==> src/rtl/code_mem_arbiter_pkg.sv <==
// Shared definitions for the code memory arbiter: grant codes and parameter defaults.
`ifndef CODE_ADDR_WIDTH
`define CODE_ADDR_WIDTH 12
`endif

package code_mem_arbiter_pkg;

  typedef enum logic [1:0] {
    G_IDLE = 2'd0,
    G_CORE = 2'd1,
    G_VRD  = 2'd2,
    G_VWR  = 2'd3
  } grant_e;

  localparam int unsigned DEF_CODE_ADDR_WIDTH = `CODE_ADDR_WIDTH;

  localparam int unsigned DEF_MAX_VISOR_BURST = 4;

endpackage

==> src/rtl/code_mem_arbiter_if.sv <==
// Core fetch, visor and code RAM signals seen by the arbiter.
interface code_mem_arbiter_if
  import code_mem_arbiter_pkg::*;
#(
  parameter int unsigned CODE_ADDR_WIDTH = DEF_CODE_ADDR_WIDTH
) ();

  logic [CODE_ADDR_WIDTH-1:0] core_addr;
  logic [15:0]                core_data;
  logic                       core_ready;

  logic                       visor_req;
  logic                       visor_we;
  logic [CODE_ADDR_WIDTH-1:0] visor_addr;
  logic [15:0]                visor_wdata;
  logic                       visor_lock;
  logic                       visor_ack;
  logic                       visor_rvalid;
  logic [15:0]                visor_rdata;

  logic [CODE_ADDR_WIDTH-1:0] mem_addr;
  logic [15:0]                mem_wdata;
  logic                       mem_we;
  logic [15:0]                mem_rdata;

  logic [1:0]                 arb_state;

  modport slave (
    input  core_addr, visor_req, visor_we, visor_addr, visor_wdata, visor_lock, mem_rdata,
    output core_data, core_ready, visor_ack, visor_rvalid, visor_rdata,
           mem_addr, mem_wdata, mem_we, arb_state
  );

  modport master (
    output core_addr, visor_req, visor_we, visor_addr, visor_wdata, visor_lock, mem_rdata,
    input  core_data, core_ready, visor_ack, visor_rvalid, visor_rdata,
           mem_addr, mem_wdata, mem_we, arb_state
  );

endinterface

==> src/rtl/code_mem_arbiter.sv <==
// Shares the single-port code RAM between core instruction fetch and the visor port.
module code_mem_arbiter
  import code_mem_arbiter_pkg::*;
#(
  parameter int unsigned CODE_ADDR_WIDTH = DEF_CODE_ADDR_WIDTH,
  parameter int unsigned MAX_VISOR_BURST = DEF_MAX_VISOR_BURST
) (
  input  logic        sysclk,
  input  logic        sysreset_n,
  code_mem_arbiter_if.slave bus
);

  localparam logic [3:0] BURST_LIMIT = 4'(MAX_VISOR_BURST);

  grant_e      grant_q, grant_d;
  logic [3:0]  burst_q, burst_d;
  logic [15:0] core_hold_q, visor_hold_q;
  logic        grant_visor, grant_core;

  always_comb begin
    grant_visor = bus.visor_req && (bus.visor_lock || (burst_q < BURST_LIMIT));
    grant_core  = !grant_visor && !bus.visor_lock;

    grant_d = G_IDLE;
    if (grant_core) begin
      grant_d = G_CORE;
    end else if (grant_visor) begin
      grant_d = bus.visor_we ? G_VWR : G_VRD;
    end

    // Streak only grows on unlocked visor grants; anything else restarts it.
    burst_d = '0;
    if (grant_visor && !bus.visor_lock) begin
      burst_d = burst_q + 4'd1;
    end
  end

  always_ff @(posedge sysclk or negedge sysreset_n) begin
    if (!sysreset_n) begin
      grant_q      <= G_IDLE;
      burst_q      <= '0;
      core_hold_q  <= '0;
      visor_hold_q <= '0;
    end else begin
      grant_q <= grant_d;
      burst_q <= burst_d;
      if (grant_q == G_CORE) begin
        core_hold_q <= bus.mem_rdata;
      end
      if (grant_q == G_VRD) begin
        visor_hold_q <= bus.mem_rdata;
      end
    end
  end

  assign bus.mem_addr  = grant_visor ? bus.visor_addr : bus.core_addr;
  assign bus.mem_wdata = bus.visor_wdata;
  assign bus.mem_we    = grant_visor && bus.visor_we && sysreset_n;
  assign bus.visor_ack = grant_visor;

  // Returned data is forwarded straight from the RAM in the return cycle and held afterwards.
  assign bus.core_ready   = (grant_q == G_CORE);
  assign bus.core_data    = (grant_q == G_CORE) ? bus.mem_rdata : core_hold_q;
  assign bus.visor_rvalid = (grant_q == G_VRD);
  assign bus.visor_rdata  = (grant_q == G_VRD) ? bus.mem_rdata : visor_hold_q;
  assign bus.arb_state    = grant_q;

endmodule

==> src/flat_wrapper.sv <==
// flat-port wrapper written by rule: the top's interface ports become plain ports
module code_mem_arbiter_flat import code_mem_arbiter_pkg::*;
#(
  parameter int unsigned CODE_ADDR_WIDTH = DEF_CODE_ADDR_WIDTH,
  parameter int unsigned MAX_VISOR_BURST = DEF_MAX_VISOR_BURST
)
  (sysclk, sysreset_n, bus_core_addr, bus_visor_req, bus_visor_we, bus_visor_addr, bus_visor_wdata, bus_visor_lock, bus_mem_rdata, bus_core_data, bus_core_ready, bus_visor_ack, bus_visor_rvalid, bus_visor_rdata, bus_mem_addr, bus_mem_wdata, bus_mem_we, bus_arb_state);
  code_mem_arbiter_if #(.CODE_ADDR_WIDTH(CODE_ADDR_WIDTH)) bus_i ();
  input  logic sysclk;
  input  logic sysreset_n;
  input wire logic [$bits(bus_i.core_addr)-1:0] bus_core_addr;
  input wire logic [$bits(bus_i.visor_req)-1:0] bus_visor_req;
  input wire logic [$bits(bus_i.visor_we)-1:0] bus_visor_we;
  input wire logic [$bits(bus_i.visor_addr)-1:0] bus_visor_addr;
  input wire logic [$bits(bus_i.visor_wdata)-1:0] bus_visor_wdata;
  input wire logic [$bits(bus_i.visor_lock)-1:0] bus_visor_lock;
  input wire logic [$bits(bus_i.mem_rdata)-1:0] bus_mem_rdata;
  output wire logic [$bits(bus_i.core_data)-1:0] bus_core_data;
  output wire logic [$bits(bus_i.core_ready)-1:0] bus_core_ready;
  output wire logic [$bits(bus_i.visor_ack)-1:0] bus_visor_ack;
  output wire logic [$bits(bus_i.visor_rvalid)-1:0] bus_visor_rvalid;
  output wire logic [$bits(bus_i.visor_rdata)-1:0] bus_visor_rdata;
  output wire logic [$bits(bus_i.mem_addr)-1:0] bus_mem_addr;
  output wire logic [$bits(bus_i.mem_wdata)-1:0] bus_mem_wdata;
  output wire logic [$bits(bus_i.mem_we)-1:0] bus_mem_we;
  output wire logic [$bits(bus_i.arb_state)-1:0] bus_arb_state;
  assign bus_i.core_addr = bus_core_addr;
  assign bus_i.visor_req = bus_visor_req;
  assign bus_i.visor_we = bus_visor_we;
  assign bus_i.visor_addr = bus_visor_addr;
  assign bus_i.visor_wdata = bus_visor_wdata;
  assign bus_i.visor_lock = bus_visor_lock;
  assign bus_i.mem_rdata = bus_mem_rdata;
  assign bus_core_data = bus_i.core_data;
  assign bus_core_ready = bus_i.core_ready;
  assign bus_visor_ack = bus_i.visor_ack;
  assign bus_visor_rvalid = bus_i.visor_rvalid;
  assign bus_visor_rdata = bus_i.visor_rdata;
  assign bus_mem_addr = bus_i.mem_addr;
  assign bus_mem_wdata = bus_i.mem_wdata;
  assign bus_mem_we = bus_i.mem_we;
  assign bus_arb_state = bus_i.arb_state;
  code_mem_arbiter #(.CODE_ADDR_WIDTH(CODE_ADDR_WIDTH), .MAX_VISOR_BURST(MAX_VISOR_BURST)) u_core (.sysclk(sysclk), .sysreset_n(sysreset_n), .bus(bus_i));
endmodule
==> config.mk <==
export PLATFORM = sky130hd
export DESIGN_NAME = code_mem_arbiter_flat
export DESIGN_NICKNAME = d
export VERILOG_FILES = /design/src/rtl/code_mem_arbiter_pkg.sv /design/src/rtl/code_mem_arbiter_if.sv /design/src/rtl/code_mem_arbiter.sv /design/src/flat_wrapper.sv
export SDC_FILE = /design/constraint.sdc
export NUM_CORES = 1
export LEC_CHECK = 0
export BUFFER_PORTS_ARGS = -buffer_cell sky130_fd_sc_hd__buf_2
export CAP_MARGIN = 0
export CORE_MARGIN = 2
export CORE_UTILIZATION = 44
export CTS_CLUSTER_DIAMETER = 50
export DETAILED_ROUTE_END_ITERATION = 7
export PLACE_DENSITY = 0.94
export SLEW_MARGIN = 20
export SYNTH_ARGS = -nofsm -noshare
export SYNTH_HDL_FRONTEND = slang
export SYNTH_SLANG_ARGS = --single-unit
==> constraint.sdc <==
create_clock -name sysclk -period 2.4 [get_ports sysclk]
set_clock_uncertainty 0.2 [all_clocks]
set_input_delay 0.12 -clock sysclk [delete_from_list [all_inputs] [get_ports sysclk]]
set_output_delay 0.12 -clock sysclk [all_outputs]
set_load 0.02 [all_outputs]
==> metrics <==
Final Cell Area=2417 µm²; antenna-violating nets left=0; Worst Setup Start Kind=register; core area=3943 µm²; Fill cells=315; CP peak stage delay=420 ps; 1st-pass router iterations=4; initial antenna violation count=0; cts hold-fix bufs=19; drt wl/cell=14.63 µm; CP delay by family, top=compound AO/OA/AOI/OAI gates; crit path kind=register to output pin; Period minus WS final=2014 ps; vias in the first global route=1349; CP max stage cell=o21ai_4; Die Y=67.46 µm; maxcap violations=0; Routed WL=3994 µm; Syn Area/Cell=14.64 µm²; Setup Viol. Count Final=0; worst skew pair latency=270 ps; Fin. Hold Viols=0; setup TNS=0 ps; Least-Margin Pin Slew=518.2 ps; CTS Buf Count=5; Remaining Overflow, GRT=0; Initial Utilization=44.94%; Die Area=4550 µm²; Area after DPL=2151 µm²; clock slew seen by the registers of the worst setup and hold paths=70 ps; Post-CTS Setup Bufs=0; Root Buffer=clkbuf_8; Synth-to-Final Area Change=36.44%; Iteration-0 DRC Markers=37; status=finished, final reports clean; CTS H-tree depth=2; I/O Buffers=94; via count=1303; largest net degree at the start of global routing=39; total track usage=17.86%; CTS tree=done; Slew Limit Fails=0; worst path cell trace=nor2_2 > o21ai_4 > mux2_2 > buf_2; Pleak=1.244 nW; DRC=0; YS warnings=0; layout cells sized above 1=66.37%; first-pass GRT wire length=5968 µm; cell count after synthesis=121; register area share after synthesis=53.67%; Nets=285; fmax=496.6 MHz; Synth Cell Area=1772 µm²; Worst Path Buf+Inv=1; Final Cycle Share=83.91%; Diodes inserted=0; #FFs+latches synth=38; register area=950.9 µm²; clk buf depth=2; Final Power=1.747 mW; library cells used by synthesis=18; CP arrival=1690 ps; Slew HR=65.33%; io pins=127; RSZ-0062 raised after global routing=false; Die Width=67.46 µm; PwrDens=722.8 nW/µm²; CTS resizes=0; Rows=23; crit-path max FO=14; Worst setup EP type=output pin; Via density=4.773; Mapped Nets=183; peak supply drop=423.3 µV; Final GP Congestion=0.7055; Hold WC Path Type=input pin to register; CTS Sinks=38; Worst EP required=2080 ps; area of the multi-input gates=633.1 µm²
worst min-delay path, stage by stage:
cell and delay, ps:
buf_2 140, nor4b_1 80, nor2b_1 130
metrics by stage:
stage                     worst slack (ps)  hold slack (ps)  cells  utilization [%]
after CTS                            359.0            13.28    273            61.31
after detailed placement             674.6            37.11    247            54.55
final                                386.2            21.89    273            61.31
after global routing                 263.6            18.03    273            61.31
after global placement               722.6            38.22    247            54.55
after floorplan                      737.0           -375.6    121                -
worst paths after layout:
kind | from | end | slack [ps] | cells past startpoint
setup / recovery | u_core.burst_q[3] | bus_mem_addr[0] | 390 | 4
hold / removal | bus_visor_lock | u_core.burst_q[0] | 20 | 3
hold reg to reg | u_core.burst_q[0] | u_core.burst_q[0] | 250 | 1
min in group asynchronous | sysreset_n | u_core.bus.arb_state[0] | 280 | 3
max in group asynchronous | sysreset_n | u_core.core_hold_q[14] | 1380 | 3
setup reg to reg | u_core.burst_q[2] | u_core.bus.arb_state[0] | 710 | 4
power breakdown:
group	switching (mW)	internal (mW)
clock network	0.194	0.200
registers	0.0283	0.746
logic	0.326	0.253
total	0.548	1.20
layout by cell type, fill, tap and decap left out, drive strengths merged:
cell type | synthesis | final
and2 | 2 | 2
nor2b | 2 | 2
nor2 | 3 | 3
a21oi | 1 | 1
buf | 21 | 97
dlygate4sd3 | 0 | 19
nand3 | 1 | 1
nand2b | 1 | 1
dfrtp | 38 | 38
clkbuf | 0 | 7
conb | 1 | 1
o21ai | 1 | 1
inv | 3 | 3
nor4b | 1 | 1
mux2 | 44 | 44
a21o | 1 | 1
ha | 1 | 1
synthesized netlist by cell type:
library cell  number  area share, %
mux2_2            35             22
nor2_2             1           0.35
mux2_4             9            7.6
nor4b_1            1           0.49
inv_1              3           0.64
o21ai_4            1           0.92
a21oi_1            1           0.28
buf_6              5            3.2
dfrtp_1           38             54
nor2b_1            2           0.71
nand3_1            1           0.28
nand2b_1           1           0.35
a21o_1             1           0.42
and2_1             2           0.71
conb_1             1           0.21
nor2_1             2           0.42
buf_4             16            6.8
ha_1               1           0.71
metal layers:
layer / global-route usage, % / part of all wire [%]
met4: 6.888 / 2.5
met3: 5.333 / 8.1
met1: 18.05 / 35
met5: 0 / 0
met2: 34.03 / 55
registers in the layout, summed over array words and instances, names as in the netlist:
register,count
u_core.burst_q,4
u_core.bus.arb_state,2
u_core.core_hold_q,16
u_core.visor_hold_q,16
final cells by class:
class                      count  area share [%]
tap                           50           2.588
inverter                       3          0.4658
clock buffer                   7           3.157
sequential                    38           39.34
multi-input combinational     59           26.19
timing repair buffer         116           28.26
kinds of logic (layout without fill, tap and decap cells):
| group | count (synthesis) | in the layout | synth area share (%) |
|---|---|---|---|
| flip-flops | 38 | 38 | 53.67 |
| other | 1 | 1 | 0.2117 |
| buffers and inverters | 24 | 126 | 10.59 |
| adder cells (fa/ha/maj) | 1 | 1 | 0.7061 |
| AND/OR/NAND/NOR | 10 | 10 | 3.319 |
| AO/OA/AOI/OAI | 3 | 3 | 1.624 |
| multiplexers | 44 | 44 | 29.87 |
Power figures use the tool's default switching activity.
